[src/rtl/pcm_to_i2s.sv]
// pcm_to_i2s: serialises left/right PCM sample pairs onto an I2S bus (sck, ws, sd), MSB first.
// Latency: a pair accepted before a frame boundary starts shifting out in slot 0 of that frame.
// Backpressure: one holding register; in_ready is low while it is occupied.
// Option: define PCM_TO_I2S_HOLD_LAST_EN to repeat the last pair on underrun (default: zeros).
module pcm_to_i2s #(
  parameter int NUMBER_OF_BITS = 8,
  parameter int CLK_DIV        = 2
) (
  input  logic                      clk,
  input  logic                      rst_n,
  input  logic                      ena,
  input  logic [NUMBER_OF_BITS-1:0] in_left,
  input  logic [NUMBER_OF_BITS-1:0] in_right,
  input  logic                      in_valid,
  output logic                      in_ready,
  output logic                      sck,
  output logic                      ws,
  output logic                      sd,
  output logic                      underrun
);

  localparam int N  = NUMBER_OF_BITS;
  localparam int FW = 2 * N;
  localparam int SW = (FW > 1) ? $clog2(FW) : 1;
  localparam int DW = (CLK_DIV > 1) ? $clog2(CLK_DIV) : 1;

  localparam logic [SW-1:0] LAST_SLOT = SW'(FW - 1);
  localparam logic [SW-1:0] WS_FIRST  = SW'(N - 1);
  localparam logic [SW-1:0] WS_LAST   = SW'(FW - 2);
  localparam logic [DW-1:0] DIV_LAST  = DW'(CLK_DIV - 1);

  logic [DW-1:0] div_cnt;
  logic [SW-1:0] slot;
  logic [SW-1:0] slot_nxt;
  logic [FW-1:0] shreg;
  logic [FW-1:0] hold_dat;
  logic          hold_full;
  logic [FW-1:0] fill_dat;
  logic [FW-1:0] load_dat;
  logic          load_ur;
  logic          div_wrap;
  logic          fall;
  logic          frame_start;

  assign in_ready = ~hold_full;

  // Decode the sck falling edge, next slot, and which pair starts the next frame.
  always_comb begin
    div_wrap    = (div_cnt == DIV_LAST);
    fall        = ena && div_wrap && sck;
    slot_nxt    = (slot == LAST_SLOT) ? '0 : slot + 1'b1;
    frame_start = fall && (slot == LAST_SLOT);
    load_ur     = 1'b0;
    load_dat    = fill_dat;
    if (hold_full) begin
      load_dat = hold_dat;
    end else if (in_valid) begin
      load_dat = {in_left, in_right};
    end else begin
      load_ur = 1'b1;
    end
  end

`ifdef PCM_TO_I2S_HOLD_LAST_EN
  logic [FW-1:0] last_dat;

  // Remember the pair most recently loaded so an underrun frame can repeat it.
  always_ff @(posedge clk or negedge rst_n) begin
    if (!rst_n) begin
      last_dat <= '0;
    end else if (frame_start) begin
      last_dat <= load_dat;
    end
  end

  assign fill_dat = last_dat;
`else
  assign fill_dat = '0;
`endif

  // Bit-clock divider: sck toggles every CLK_DIV clk cycles; held low while disabled.
  always_ff @(posedge clk or negedge rst_n) begin
    if (!rst_n) begin
      div_cnt <= '0;
      sck     <= 1'b0;
    end else if (!ena) begin
      div_cnt <= '0;
      sck     <= 1'b0;
    end else if (div_wrap) begin
      div_cnt <= '0;
      sck     <= ~sck;
    end else begin
      div_cnt <= div_cnt + 1'b1;
    end
  end

  // Slot counter, ws, sd and the shift register advance only on sck falling edges.
  always_ff @(posedge clk or negedge rst_n) begin
    if (!rst_n) begin
      slot     <= LAST_SLOT;
      ws       <= 1'b0;
      sd       <= 1'b0;
      shreg    <= '0;
      underrun <= 1'b0;
    end else if (!ena) begin
      slot     <= LAST_SLOT;
      ws       <= 1'b0;
      sd       <= 1'b0;
      shreg    <= '0;
      underrun <= 1'b0;
    end else begin
      underrun <= frame_start && load_ur;
      if (fall) begin
        slot <= slot_nxt;
        ws   <= (slot_nxt >= WS_FIRST) && (slot_nxt <= WS_LAST);
        if (frame_start) begin
          sd    <= load_dat[FW-1];
          shreg <= {load_dat[FW-2:0], 1'b0};
        end else begin
          sd    <= shreg[FW-1];
          shreg <= {shreg[FW-2:0], 1'b0};
        end
      end
    end
  end

  // Holding register: captures on handshake, drains into the shifter at each frame start.
  // A pair offered exactly at a frame start with the register empty bypasses it.
  always_ff @(posedge clk or negedge rst_n) begin
    if (!rst_n) begin
      hold_full <= 1'b0;
      hold_dat  <= '0;
    end else if (frame_start && hold_full) begin
      hold_full <= 1'b0;
    end else if (in_valid && !hold_full && !frame_start) begin
      hold_full <= 1'b1;
      hold_dat  <= {in_left, in_right};
    end
  end

endmodule

[config.mk]
export PLATFORM = sky130hd
export DESIGN_NAME = pcm_to_i2s
export DESIGN_NICKNAME = d
export VERILOG_FILES = /design/src/rtl/pcm_to_i2s.sv
export SDC_FILE = /design/constraint.sdc
export NUM_CORES = 1
export LEC_CHECK = 0
export ABC_AREA = 1
export BUFFER_PORTS_ARGS = -buffer_cell sky130_fd_sc_hd__buf_2
export CAP_MARGIN = 5
export CORE_MARGIN = 1.5
export CORE_UTILIZATION = 55
export CTS_CLUSTER_SIZE = 24
export DETAILED_ROUTE_END_ITERATION = 6
export PLACE_DENSITY = 0.86
export SYNTH_ARGS = -nofsm -noshare
export SYNTH_HDL_FRONTEND = slang
export SYNTH_SLANG_ARGS = --single-unit
[constraint.sdc]
create_clock -name clk -period 3.43 [get_ports clk]
set_clock_uncertainty 0.15 [all_clocks]
set_input_delay 0.343 -clock clk [delete_from_list [all_inputs] [get_ports clk]]
set_output_delay 0.343 -clock clk [all_outputs]
set_load 0.05 [all_outputs]
# Yosys cells after proc, flatten, opt, wreduce, memory -nomap -nowiden

Cells that the tools add are included.

Mux-type cells: 22
Bitwise operators: 3
Add/subtract/negate cells: 2
Equality and inequality tests: 3
Reduce and logical (&&, ||, !) cells: 12
$lt $le $gt $ge: 2

Operators with widths:

| operator                                                          | number |
|---|---|
| 2-to-1 mux 16 bit                                                 | 5 |
| 2-to-1 mux 1 bit                                                  | 14 |
| 2-to-1 mux 4 bit                                                  | 3 |
| logical AND 1 bit                                                 | 8 |
| adder 4 x 1 -> 4 bit, second input constant                       | 1 |
| equality test 4 bit, second input constant                        | 1 |
| greater-or-equal comparator 4 x 3 -> 1 bit, second input constant | 1 |
| <= comparator 4 bit, second input constant                        | 1 |
| != test 2 x 1 -> 1 bit, second input constant                     | 2 |
| NOT 1 bit                                                         | 3 |
| zero test 1 bit                                                   | 2 |
| AND reduction 2 bit                                               | 1 |
| nonzero test 2 bit                                                | 1 |
| adder 1 bit, second input constant                                | 1 |

Input bits: 20
Output and inout bits: 5
Word-level logic and storage cells: 53
Register bits after elaboration: 42

# Depth between registers and ports, before layout

Depth after elaboration: 7
Mapped depth: 8
Mapped depth without buffers: 8

# Worst setup path after synthesis

OpenSTA, ideal clock, no wires.

Path type: register to register
From: register slot[0]
To: register shreg[14]
Setup slack: 1.763 ns
Path buffers: 1
Arrival: 1.388 ns
Clock period less this slack: 1.667 ns
Data required time: 3.151 ns
Library setup time: 0.129 ns
Stages on the path, launching flop included: 8
Cells stage by stage: dfstp_2 > ha_1 > nand2_4 > nor2_8 > nand2_8 > buf_6 > nor2_1 > o22ai_1

Word-level cells in the longest chain between the ends: 5

Ends and longest elaborated chain:

| element                  | line | source |
|---|---|---|
| start: declaration       | 33   | `logic [SW-1:0] slot;` |
| start signal: assignment | 114  | `slot <= slot_nxt;` |
| equality test 4 bit      | 52   | `frame_start = fall && (slot == LAST_SLOT);` |
| logical AND 1 bit        | 52   |  |
| 2-to-1 mux 16 bit        | 116  | `if (frame_start) begin` |
| 2-to-1 mux 16 bit        | 113  | `if (fall) begin` |
| 2-to-1 mux 16 bit        | 105  | `end else if (!ena) begin` |
| end signal: assignment   | 118  | `shreg <= {load_dat[FW-2:0], 1'b0};` |
| end signal: assignment   | 121  | `shreg <= {shreg[FW-2:0], 1'b0};` |
| end: declaration         | 35   | `logic [FW-1:0] shreg;` |

Every way passes these cells. The select of a mux whose other input is x is not followed.
A chain may end at the register's enable or synchronous reset.

# Worst setup path after layout

From: register hold_full
To: output in_ready

Word-level cells in the longest chain between the ends: 1

Ends and longest elaborated chain:

| element                  | line | source |
|---|---|---|
| start: declaration       | 37   | `logic hold_full;` |
| start signal: assignment | 131  | `hold_full <= 1'b0;` |
| start signal: assignment | 134  | `hold_full <= 1'b0;` |
| start signal: assignment | 136  | `hold_full <= 1'b1;` |
| NOT 1 bit                | 45   | `assign in_ready = ~hold_full;` |
| end: declaration         | 15   | `output logic in_ready,` |

Every way passes these cells.

==> metrics.md <==
| Metric | Value |
|---|---|
| Number of buffers inserted during clock tree synthesis | `5` |
| Post-layout net count | `288` |
| R2r startpoint | `slot[0]$_DFFE_PN1P_` |
| Count of flip-flops with a built-in enable after synthesis | `0` |
| Vias post-DR | `1660` |
| Initial cell density of the core | `0.574` |
| Slowest cell on the critical path | `dfrtp_1` |
| Worst skew pair latency | `0.29 ns` |
| Start point of the critical path | `hold_full$_DFFE_PN0P_` |
| Number of register bits inferred by synthesis | `41` |
| Crit-path leading delay family | `flip-flops` |
| Arrival time at the worst endpoint | `1.48 ns` |
| Proportion of layout cells with a drive suffix above 1 | `0.184` |
| Antenna violations before repair | `0` |
| Remaining DRCs | `0` |
| CTS Buffer Depth | `2` |
| Drt via density | `5.29` |
| CTS tree | `done` |
| Startpoint class of the critical path | `register` |
| Total track usage | `0.220` |
| Site row count | `22` |
| Count of antenna diodes in the layout | `0` |
| Slew @ Worst Pin | `0.882 ns` |
| Std-Cell Core Area | `3660 um2` |
| Number of fill cells | `315` |
| Maximum level of the CTS H-tree | `2` |
| Avg Synthesized Cell Area | `8.65 um2` |
| Area growth from synthesis to layout | `9.05%` |
| Cells on worst reg2reg path | `8` |
| Biggest area contributors in the synthesized netlist | `dfrtp_1, nand2_1, o21ai_0, dfstp_2, inv_1` |
| Synth top area share | `0.440` |
| Post-synthesis instance area | `2100 um2` |
| Capturing element type of the critical path | `output pin` |
| Top routing layer in use | `met4` |
| Met1 Routed Length | `1.84 mm` |
| Setup repair after global routing missed its margin | `false` |
| Cell taking the most area after synthesis | `dfrtp_1` |
| Remaining global-route overflow | `0` |
| Worst path max stage delay | `0.82 ns` |
| Leak pwr | `1.20 nW` |
| Met3 layer wire length in the routed design | `152 um` |
| Ratio of total power to cell area | `519 nW/um2` |
| Asr flop ratio synth | `1.00` |
| Data required time of the critical path | `2.94 ns` |
| Overall die height | `64.8 um` |
| Die outline area | `4200 um2` |
| Clock Tree Root | `clkbuf_8` |
| Yosys warns | `0` |
| Sum of met2 wire segment lengths after detailed routing | `1.85 mm` |
| Detail Route Antenna Nets | `0` |
| Total count of max-transition violations in the final report | `0` |
| Net count after synthesis | `266` |
| Global-route wire length before repair | `7.12 mm` |
| Max rail drop VDD | `0.000297 V` |
| Capturing point of the worst reg2reg path | `shreg[10]$_DFFE_PN0P_` |
| Number of I/O port buffers | `24` |
| Fmax | `0.507 GHz` |
| Chip Width | `64.8 um` |
| Levels on crit path | `2` |
| Via count of the first global-routing pass | `1597` |
| Critical path peak fanout | `19` |
| Number of buffers and inverters on the critical path | `2` |
| Number of detailed-route iterations in the first pass | `4` |
| I/O Pins | `25` |
| Worst-case register-to-register setup slack | `1.49 ns` |
| Number of gates resized after cts | `0` |
| Tightest Hold Check Type | `in2async` |
| Weighted congestion at the end of routability-driven global placement | `0.810` |
| Sequential element share of the synthesized area | `0.490` |
| Post-CTS Repair Setup Buffers | `0` |
| Maximum number of pins on one net before global-route repair | `42` |
| Sum of negative setup slack | `0 ns` |
| Core occupancy in the finished layout | `0.626` |
| Synth cell types | `33` |
| Clk pin slew, worst setup/hold paths | `0.07 ns` |
| Clock sinks | `41` |
| Most instantiated flip-flop cell in the synthesis netlist | `dfrtp_1` |
| Number of hold buffers added after CTS | `0` |
| Relative slew slack | `0.412` |
| Final min period | `1.97 ns` |
| Final number of hold-violating endpoints | `0` |
| Outcome | `finished, final reports clean` |
| Gate Count Post-Synth | `243` |
| Number of max-cap violations | `0` |
| Total wirelength of the detailed-routed design | `3.88 mm` |
| Detailed-route wire length per cell | `12.4 um` |
| Number of violations reported at the end of detailed-routing iteration 0 | `56` |
| Ratio of final minimum period to clock period | `0.575` |
| CP Class | `reg2out` |
| Capturing instance or port of the critical path | `in_ready` |
| HPWL reported at the end of detailed placement | `2.74 mm` |
| Crit path cell chain | `inv_2, buf_2` |
| Final setup viols | `0` |
==> flip-flops by register name (all words and copies together) (netlist names) <==
signal,flops
slot,4
div_cnt,1
hold_dat,16
hold_full,1
underrun,1
ws,1
sck,1
shreg,15
sd,1
==> power breakdown <==
part / switching [mW] / internal, mW / leakage (nW)
clock: 0.157 / 0.164 / 0.0455
combinational: 0.140 / 0.0980 / 0.630
sequential: 0.0564 / 0.575 / 0.526
==> layout by cell type (no fill, tap or decap), types with 2 or more instances in the layout <==
cell type	count
o21ai_0	33
a22oi_1	4
nand2_8	2
ha_1	3
o21ai_2	4
o21ai_1	10
nor2_8	2
nand3_1	9
inv_1	22
dfrtp_1	37
nor2_1	14
buf_2	24
a21oi_1	4
nand2_1	71
clkbuf_8	6
o21a_1	4
dfstp_2	4
clkbuf_1	2
==> per-layer routing <==
layer | vias to the layer above | GRT usage
met4 | 0 | 0.0798
met2 | 38 | 0.336
met3 | 5 | 0.0556
met1 | 789 | 0.304
met5 | - | 0
li1 | 828 | -
==> through the flow <==
step,instance area (um2),setup WS (ns),hold WS [ns],std cells,total power [mW]
floorplan,2100,1.76,-0.103,243,0.812
global placement,2200,1.58,0.310,306,0.863
detailed placement,2200,1.51,0.312,306,0.878
CTS,2290,1.45,0.0517,314,1.20
global route,2290,1.31,0.0995,314,1.27
finish,2290,1.46,0.0199,314,1.19
==> cell type report <==
type,instances,area (um2),share of cell area
clock buffer,8,90.1,0.0393
inverter,24,95.1,0.0415
multi-input combinational,169,896,0.391
sequential,41,1030,0.450
tap,48,60.1,0.0262
timing repair buffer,24,120,0.0524
==> worst reg2reg max path, stage by stage, from the launching register on <==
cell and delay (ns):
dfstp_2 0.60, ha_1 0.24, nand2_4 0.10, nor2_8 0.23
nand2_8 0.15, inv_1 0.18, nand2_1 0.08, nand2_1 0.06
nand2_1 0.04
==> logic make-up after synthesis <==
family,Yosys count,synth area share
compound gates,62,0.167
fa+ha+maj,3,0.0179
flops,41,0.490
simple gates,104,0.241
buf+inv,33,0.0833
==> cell usage after synthesis, types with 2 or more instances <==
library cell / n
nand3_1: 9
o21ai_2: 4
a22oi_1: 4
dfstp_2: 4
a21oi_1: 4
inv_1: 22
o21ai_1: 10
o21ai_0: 33
ha_1: 3
o21a_1: 4
nor2_1: 14
nor2_8: 2
nand2_1: 71
buf_4: 2
nand2_8: 2
buf_2: 2
dfrtp_1: 37
==> how the worst min path moves through the flow <==
| stage | slack [ns] | start | cells past startpoint | to |
|---|---|---|---|---|
| finish | 0.02 | rst_n | 1 | hold_dat[7]$_DFFE_PN0P_ |
| global route | 0.1 | rst_n | 1 | shreg[9]$_DFFE_PN0P_ |
| CTS | 0.05 | rst_n | 1 | hold_dat[7]$_DFFE_PN0P_ |
| detailed placement | 0.31 | shreg[1]$_DFFE_PN0P_ | 2 | shreg[1]$_DFFE_PN0P_ |
| global placement | 0.31 | ws$_DFFE_PN0P_ | 2 | ws$_DFFE_PN0P_ |
| floorplan | -0.10 | rst_n | 0 | div_cnt$_DFF_PN0_ |
No activity file was read; power rests on OpenSTA's default activity.
